File: src/rtl/buck_mphase_pwm_ctrl.sv
// buck_mphase_pwm_ctrl: N-phase interleaved PWM controller for a buck stage.
// One master counter sets the period. Each phase compares a phase-shifted copy
// of it against the effective duty. Dead time is inserted per phase on every
// turn-on edge, and the duty ramps up slowly (soft start) after enable.
// Duty commands are double-buffered and take effect on the period boundary.
// Optional over-current protection is compiled in with `define BUCK_PWM_OCP_EN
// (adds the oc_flag input, the OCP_MAX parameter and the FAULT state).
`timescale 1ns/1ps

module buck_mphase_pwm_ctrl #(
  parameter int NPH    = 4,
  parameter int CW     = 8,
  parameter int DTW    = 4,
  parameter int DMAX   = 240,
  parameter int SS_DIV = 4
`ifdef BUCK_PWM_OCP_EN
  ,
  parameter int OCP_MAX = 3
`endif
) (
  input  logic           clk,
  input  logic           rstb,
  input  logic           en,
  input  logic [CW-1:0]  duty_cmd,
  input  logic           duty_vld,
  input  logic [DTW-1:0] dead_t,
`ifdef BUCK_PWM_OCP_EN
  input  logic           oc_flag,
`endif
  output logic [NPH-1:0] hs_on,
  output logic [NPH-1:0] ls_on,
  output logic           ss_done,
  output logic           period_tick,
  output logic [1:0]     state
);

  typedef enum logic [1:0] {
    IDLE  = 2'd0,
    SOFT  = 2'd1,
    RUN   = 2'd2,
    FAULT = 2'd3
  } state_t;

  localparam logic [CW-1:0]  CNT_MAX = {CW{1'b1}};
  localparam logic [CW-1:0]  DMAX_C  = CW'(DMAX);
  localparam int             PH_STEP = (1 << CW) / NPH;
  localparam int             SSW     = $clog2(SS_DIV + 1);
  localparam logic [DTW:0]   AGE_MAX = {1'b0, {DTW{1'b1}}};

  state_t          state_reg;
  logic [CW-1:0]   cnt_reg;
  logic            first_reg;
  logic            ss_done_reg;
  logic [SSW-1:0]  ss_cnt_reg;
  logic [CW-1:0]   shadow_reg;
  logic [CW-1:0]   d_act_reg;
  logic [CW-1:0]   d_eff_reg;
  logic [DTW-1:0]  dt_reg;

  logic            active;
  logic            gate_en;
  logic            wrap;
  logic [CW-1:0]   cmd_clamped;
  logic [CW-1:0]   d_act_nx;
  logic [CW-1:0]   d_eff;
  logic            ss_step;
  logic [CW:0]     ss_cand;
  logic            ramp_done;
  logic            hs_block;
  logic            fault_trip;

  // Counting states; gates are only driven while counting and still enabled.
  assign active  = (state_reg == SOFT) || (state_reg == RUN);
  assign gate_en = active && en;
  // Last cycle of a period: shadow transfer, dead-time sample, ramp step.
  assign wrap    = gate_en && (cnt_reg == CNT_MAX);

  assign cmd_clamped = (duty_cmd > DMAX_C) ? DMAX_C : duty_cmd;
  // A load coinciding with the transfer wins over the old shadow content.
  assign d_act_nx    = duty_vld ? cmd_clamped : shadow_reg;
  assign d_eff       = (state_reg == RUN) ? d_act_reg : d_eff_reg;

  // Soft start advances one LSB every SS_DIV periods; it ends as soon as the
  // ramp reaches the duty that will be active in the next period.
  assign ss_step   = (ss_cnt_reg == SSW'(SS_DIV - 1));
  assign ss_cand   = {1'b0, d_eff_reg} + {{CW{1'b0}}, ss_step};
  assign ramp_done = (ss_cand >= {1'b0, d_act_nx});

  assign period_tick = active && (cnt_reg == '0) && !first_reg;
  assign state       = state_reg;
  assign ss_done     = ss_done_reg;

`ifdef BUCK_PWM_OCP_EN
  localparam int OW = $clog2(OCP_MAX + 1);
  logic          oc_hit_reg;
  logic [OW-1:0] oc_per_reg;
  logic          oc_now;

  assign oc_now     = oc_flag || oc_hit_reg;
  assign hs_block   = oc_now;
  assign fault_trip = wrap && oc_now && (oc_per_reg == OW'(OCP_MAX - 1));

  // Remember an over-current event for the rest of the period and count
  // consecutive periods that contained one.
  always_ff @(posedge clk or negedge rstb) begin
    if (!rstb) begin
      oc_hit_reg <= 1'b0;
      oc_per_reg <= '0;
    end else if (!gate_en) begin
      oc_hit_reg <= 1'b0;
      oc_per_reg <= '0;
    end else if (wrap) begin
      oc_hit_reg <= 1'b0;
      oc_per_reg <= oc_now ? oc_per_reg + 1'b1 : '0;
    end else if (oc_flag) begin
      oc_hit_reg <= 1'b1;
    end
  end
`else
  assign hs_block   = 1'b0;
  assign fault_trip = 1'b0;
`endif

  // Controller FSM with master counter, soft-start ramp and status outputs.
  always_ff @(posedge clk or negedge rstb) begin
    if (!rstb) begin
      state_reg   <= IDLE;
      cnt_reg     <= '0;
      first_reg   <= 1'b0;
      ss_done_reg <= 1'b0;
      ss_cnt_reg  <= '0;
      d_eff_reg   <= '0;
    end else if (!en) begin
      state_reg   <= IDLE;
      cnt_reg     <= '0;
      first_reg   <= 1'b0;
      ss_done_reg <= 1'b0;
      ss_cnt_reg  <= '0;
      d_eff_reg   <= '0;
    end else begin
      case (state_reg)
        IDLE: begin
          state_reg <= SOFT;
          cnt_reg   <= '0;
          first_reg <= 1'b1;
        end
        SOFT, RUN: begin
          cnt_reg   <= cnt_reg + 1'b1;
          first_reg <= 1'b0;
          if (wrap) begin
            if (fault_trip) begin
              state_reg <= FAULT;
            end else if (state_reg == SOFT) begin
              ss_cnt_reg <= ss_step ? '0 : ss_cnt_reg + 1'b1;
              if (ramp_done) begin
                d_eff_reg   <= d_act_nx;
                state_reg   <= RUN;
                ss_done_reg <= 1'b1;
              end else begin
                d_eff_reg <= ss_cand[CW-1:0];
              end
            end
          end
        end
        default: begin
          // FAULT: counter frozen, left only through en=0 or reset.
          state_reg <= FAULT;
        end
      endcase
    end
  end

  // Duty double buffer and per-period dead-time sample.
  always_ff @(posedge clk or negedge rstb) begin
    if (!rstb) begin
      shadow_reg <= '0;
      d_act_reg  <= '0;
      dt_reg     <= '0;
    end else begin
      if (duty_vld)
        shadow_reg <= cmd_clamped;
      if (wrap)
        d_act_reg <= d_act_nx;
      if ((state_reg == IDLE) || wrap)
        dt_reg <= dead_t;
    end
  end

  // Per-phase comparator and dead-time gate. A switch may turn on only once
  // its raw command has been stable for more than dead_t cycles, so a raw
  // window shorter than or equal to the dead time produces no pulse at all.
  for (genvar gi = 0; gi < NPH; gi++) begin : g_phase
    logic [CW-1:0]  pc;
    logic           hs_raw;
    logic           raw_prev_reg;
    logic [DTW-1:0] age_reg;
    logic [DTW:0]   run_len;
    logic           dt_ok;
    logic           hs_q;
    logic           ls_q;

    assign pc      = cnt_reg + CW'(gi * PH_STEP);
    assign hs_raw  = (pc < d_eff) && !hs_block;
    assign run_len = (hs_raw == raw_prev_reg) ? ({1'b0, age_reg} + (DTW+1)'(1))
                                              : (DTW+1)'(1);
    assign dt_ok   = (run_len > {1'b0, dt_reg});

    // Track raw-command stability and register the gated switch enables.
    always_ff @(posedge clk or negedge rstb) begin
      if (!rstb) begin
        raw_prev_reg <= 1'b0;
        age_reg      <= '0;
        hs_q         <= 1'b0;
        ls_q         <= 1'b0;
      end else if (!gate_en) begin
        raw_prev_reg <= 1'b0;
        age_reg      <= '0;
        hs_q         <= 1'b0;
        ls_q         <= 1'b0;
      end else begin
        raw_prev_reg <= hs_raw;
        age_reg      <= (run_len > AGE_MAX) ? AGE_MAX[DTW-1:0] : run_len[DTW-1:0];
        hs_q         <= hs_raw && dt_ok;
        ls_q         <= !hs_raw && dt_ok;
      end
    end

    assign hs_on[gi] = hs_q;
    assign ls_on[gi] = ls_q;
  end

endmodule

File: config.mk
export PLATFORM = sky130hd
export DESIGN_NAME = buck_mphase_pwm_ctrl
export DESIGN_NICKNAME = d
export VERILOG_FILES = /design/src/rtl/buck_mphase_pwm_ctrl.sv
export SDC_FILE = /design/constraint.sdc
export NUM_CORES = 1
export LEC_CHECK = 0
export CORE_AREA = 2 2 81 140
export DETAILED_ROUTE_END_ITERATION = 10
export DIE_AREA = 0 0 83 142
export DONT_BUFFER_PORTS = 1
export GPL_ROUTABILITY_DRIVEN = 0
export PLACE_DENSITY = 0.57
export SLEW_MARGIN = 40
export SYNTH_ARGS = -nofsm -noshare
export SYNTH_HDL_FRONTEND = slang
export SYNTH_SLANG_ARGS = --single-unit
File: constraint.sdc
create_clock -name clk -period 5.22 [get_ports clk]
set_input_delay 0.522 -clock clk [delete_from_list [all_inputs] [get_ports clk]]
set_output_delay 0.522 -clock clk [all_outputs]
set_load 0.1 [all_outputs]
# ---- Word-level counts from Yosys, hierarchy flattened
# Index checks and enable logic that the tools add are counted.
dict set report word_totals {
  ff_bits 71
  out_inout_bits 12
  word_cells 141
}
dict set report op_classes {
  n_reduce_logical 25
  n_mux 51
  eq_ne 16
  addsub 10
  n_lt_le_gt_ge 14
}
# operator n
set op_table {}
lappend op_table {{8-bit 2-to-1 mux} 9}
lappend op_table {{8-bit less-than comparator} 4}
lappend op_table {{4-bit 2-to-1 mux} 8}
lappend op_table {{4-bit by 1-bit adder with 5-bit output, second input constant} 4}
lappend op_table {{5-bit by 4-bit greater-than comparator with 1-bit output} 4}
lappend op_table {{5-bit by 4-bit greater-than comparator with 1-bit output, second input constant} 4}
lappend op_table {{5-bit 2-to-1 mux} 4}
lappend op_table {{1-bit 2-to-1 mux} 18}
lappend op_table {{8-bit adder, second input constant} 2}
lappend op_table {{8-bit case mux with 2 select lines} 1}
lappend op_table {{3-bit 2-to-1 mux} 5}
lappend op_table {{1-bit logical AND} 12}
lappend op_table {{8-bit by 1-bit adder with 9-bit output} 1}
lappend op_table {{9-bit by 8-bit >= comparator with 1-bit output} 1}
lappend op_table {{3-bit inequality test, second input constant} 3}
lappend op_table {{8-bit by 1-bit adder with 8-bit output, second input constant} 1}
lappend op_table {{8-bit by 7-bit adder with 8-bit output, second input constant} 1}
lappend op_table {{8-bit equality test, second input constant} 1}
lappend op_table {{8-bit greater-than comparator, second input constant} 1}
lappend op_table {{8-bit logical NOT} 1}
lappend op_table {{2-bit 2-to-1 mux} 4}
lappend op_table {{2-bit by 1-bit inequality test with 1-bit output, second input constant} 4}
lappend op_table {{3-bit AND reduction} 2}
lappend op_table {{1-bit logical NOT} 5}
lappend op_table {{other kinds (12)} 16}

# ---- Logic depth before layout (Yosys ltp)
dict set report logic_depth {
  ltp_word 9
  ltp_mapped 18
}

# ---- Worst setup path after synthesis
# Ideal clock, no wire load.
dict set report synth_timing {
  path_type {register -> register}
  from {register state_reg[0] (netlist: state[0])}
  to {register g_phase[2].ls_q}
  synth_period_minus_slack_ns 4.311
  arrival_ns 4.192
  required_ns 5.100
  setup_time_ns 0.120
  stages_incl_launch_ff 19
  slack_ns 0.909
  cell_sequence {dfrtp_1 > inv_1 > ha_1 > buf_6 > mux2i_1 > ha_1 > and3b_1 > a221oi_4 > nand2_1 > a21o_4 > xor2_2 > and2_1 > ha_1 > nor2b_1 > o21a_1 > o21a_1 > o21ai_0 > o21ai_0 > and3_1}
}
dict set report synth_between {
  elab_chain_len 8
  word_cells_on_any_way 12
}
# item line_no
set synth_rtl {}
lappend synth_rtl {{from (decl)} 50} ;# state_t state_reg;
lappend synth_rtl {{from (signal assigned)} 127} ;# state_reg <= IDLE;
lappend synth_rtl {{from (signal assigned)} 134} ;# state_reg <= IDLE;
lappend synth_rtl {{from (signal assigned)} 143} ;# state_reg <= SOFT;
lappend synth_rtl {{2-bit equality test} {73, 81}}
lappend synth_rtl {{8-bit 2-to-1 mux} 81} ;# assign d_eff = (state_reg == RUN) ? d_act_reg : d_eff_reg;
lappend synth_rtl {{8-bit less-than comparator} 203} ;# assign hs_raw = (pc < d_eff) && !hs_block;
lappend synth_rtl {{1-bit equality test} 204} ;# assign run_len = (hs_raw == raw_prev_reg) ? ({1'b0, age_reg} + (DTW+1)'(1))
lappend synth_rtl {{5-bit 2-to-1 mux} 204}
lappend synth_rtl {{5-bit by 4-bit greater-than comparator with 1-bit output} 206} ;# assign dt_ok = (run_len > {1'b0, dt_reg});
lappend synth_rtl {{1-bit logical AND} 224} ;# ls_q <= !hs_raw && dt_ok;
lappend synth_rtl {{1-bit 2-to-1 mux (*)} 215} ;# end else if (!gate_en) begin
lappend synth_rtl {{to (signal assigned)} 224}
lappend synth_rtl {{to (decl)} 200} ;# logic ls_q;
# Every way passes the cells marked *; elsewhere a longest branch is shown, timed or not.
# A chain may end at the register's enable or synchronous reset.

# ---- Final worst setup path
dict set report layout_timing {
  from {register state_reg[0] (netlist: state[0])}
  to {register g_phase[1].ls_q}
}
dict set report layout_between {
  elab_chain_len 8
  word_cells_on_any_way 12
}
# item line_no
set layout_rtl {}
lappend layout_rtl {{2-bit equality test} {73, 81}}
lappend layout_rtl {{8-bit 2-to-1 mux} 81}
lappend layout_rtl {{8-bit less-than comparator} 203}
lappend layout_rtl {{1-bit equality test} 204}
lappend layout_rtl {{5-bit 2-to-1 mux} 204}
lappend layout_rtl {{5-bit by 4-bit greater-than comparator with 1-bit output} 206}
lappend layout_rtl {{1-bit logical AND} 224}
lappend layout_rtl {{1-bit 2-to-1 mux (*)} 215}
lappend layout_rtl {{to (signal assigned)} 224}
lappend layout_rtl {{to (decl)} 200}
# Marks and branches as above.

==> flow_summary.toml <==
[status]
outcome = "completed"

[sta]
fmax_mhz = 245
worst_pin_slew_ps = 885
skew_ps = 7.89
fin_crit_sh_pct = 78.2
final.min_clock_period_ps = 4080
tns_ps = 0
max_slew_margin_pct = 41.0
setup_violations = 0
hold_violations = 0
grt_setup_unrepaired = "no"
slew_violations = 0

[die]
coreArea_mm2 = 0.0107
start_util_pct = 43.7
die_area_mm2 = 0.0118
row_count = 50
die_h_um = 142
ios = 28
die_w_um = 83

[clocking]
cts_tree = "built"
cts-root-buf = "clkbuf_16"
clk_pin_slew_ps = 60
clkSinkCount = 71
cts_resized = 0
cts_buffer_depth = 2
clkLatencyLatePin_ps = 340
numCtsBuffers = 9
htreeDepth = 3

[grt]
antenna_found_initial = 0
grt_pass1_wl_um = 17600
grt.total_usage_pct = 18.9
grt_pass1_vias = 3498
grt_overflow = 0
grt_max_degree = 72

[synth]
synth_warnings = 0
yosysSeqAreaShare_pct = 38.0
ys_ff_latch = 71
syn_area_per_cell_um2 = 10.1
synth_area_mm2 = 0.00467
synth_ff_type = "dfrtp_1"
synth_edf_count = 0
syn_inst = 462
syn_nets = 527
async_flop_share_pct = 100
ys_types = 59

[final_layout]
area_growth_syn_to_layout_pct = 7.52
largest_register_ffs = 16
utilization_pct = 47.0
layout_common_cells = "dfrtp_1, ha_1, o21ai_0, nor2_1, inv_1"
nNetsFinal = 515
final_layout_size_suffix_gt1_share_pct = 12.5
mostFrequentLayoutCell = "dfrtp_1"
num_antenna_cells = 0

[worst_setup_path]
crit_fanout = 8
worstSetupPathType = "reg -> reg"
worstPathArrival_ps = 4290
endpoint_kind = "register"
cp.required_ps = 5420
reg2reg_setup_slack_ps = 1140
cp-start-kind = "register"

[power]
ir_drop_uv = 229
p_per_area_mw_per_mm2 = 406
power.leakage_nw = 2.32

[place]
dp_hpwl_um = 7720
portBuffers = 0

[routing]
wire_per_inst_um = 17.6
routed_via_density = 5.76
drtPass1Iterations = 4
vias = 3369
drt-initial-drc-count = 168
postRouteAntennaNets = 0
drc = 0
finalWirelength_um = 10300

[hold_path]
hold_path.class = "in -> async"

[flow_run]
maxCapViolCount = 0
==> cell usage after synthesis, types with 7 or more instances <==
cell type	instances	share of area (%)
dfrtp_1	71	38
ha_1	49	13
o21ai_0	36	3.9
nor2_1	24	1.9
inv_1	23	1.8
nand3_1	21	2.2
nand2_1	17	1.4
nor3_1	17	1.8
mux2i_1	16	3.4
and3_1	15	2.0
o21a_1	13	2.1
xnor2_1	13	2.4
clkbuf_1	12	0.96
and2_1	11	1.5
nand4_1	11	1.5
a31oi_1	10	1.3
mux2_2	10	2.4
buf_4	8	1.3
a21oi_1	7	0.75
==> per-stage QoR <==
| stage | total power [mW] | std cells | setup slack (ps) | hold WS (ps) | area (µm²) |
|---|---|---|---|---|---|
| after global routing | 2.18 | 585 | 804 | 83.1 | 5020 |
| final | 2.04 | 585 | 1140 | 60.9 | 5020 |
| after floorplan | 1.30 | 462 | 909 | 226 | 4670 |
| after detailed placement | 1.46 | 568 | 1130 | 228 | 4710 |
| after global placement | 1.43 | 568 | 1240 | 228 | 4710 |
| after CTS | 2.07 | 585 | 1120 | 78.9 | 5020 |
==> routing by layer <==
metal  track usage [%]  wire [µm]  vias up
met3              3.31        248       22
met5                 0          0        -
li1                  -          -     1634
met1              20.3       4030     1646
met2              35.5       5670       67
met4              8.89        365        0
==> report_power, final <==
group / internal, mW / leakage, nW / total, mW / switching, mW
sequential: 0.615 / 0.954 / 0.719 / 0.104
combinational: 0.282 / 1.23 / 0.736 / 0.454
clock: 0.336 / 0.131 / 0.585 / 0.249
==> logic make-up (layout without fill, tap and decap cells) <==
family          count (synthesis)  count (layout)  synth area share [%]
compound gates                100             100                  15.8
xor+xnor                       22              22                  5.17
fa+ha+maj                      49              49                  13.1
buf+inv                        50              43                  5.06
flops                          71              71                  38.0
mux                            27              27                  6.13
simple gates                  143             143                  16.7
==> layout make-up <==
class	count	area, µm²
timing repair buffer	4	50.0
clock buffer	10	239
multi-input combinational	341	2660
fill	1016	5670
inverter	23	86.3
clock inverter	6	45.0
sequential	71	1780
tap	130	163
==> worst max-delay path, cell delays in order (launching register included) <==
cell,delay [ps]
dfrtp_1,380
inv_1,80
ha_1,450
mux2i_1,340
ha_1,320
and3_1,220
a221oi_1,290
nand2_2,150
a21oi_4,240
xnor2_1,190
and2_1,170
ha_1,230
nor2b_1,140
o21a_1,160
o21a_1,160
o21ai_0,230
o21a_1,160
nor3_1,40
==> timing repair <==
item | in CTS | in global routing
hold buffers | 1 | 0
hold endpoints to repair | 71 | 0
setup buffers | 0 | 0
==> path summary, 6_finish.rpt <==
kind | start | end | depth (start not counted)
max | state[0] | g_phase[1].ls_q | 17
min | rstb | g_phase[0].hs_q | 1
max reg2reg | state[0] | g_phase[1].ls_q | 17
min reg2reg | d_act_reg[7] | d_act_reg[7] | 2
max in group asynchronous | rstb | g_phase[2].ls_q | 1
min in group clk | en | ss_cnt_reg[2] | 2
Note: power is estimated with default switching activity, not from simulation.
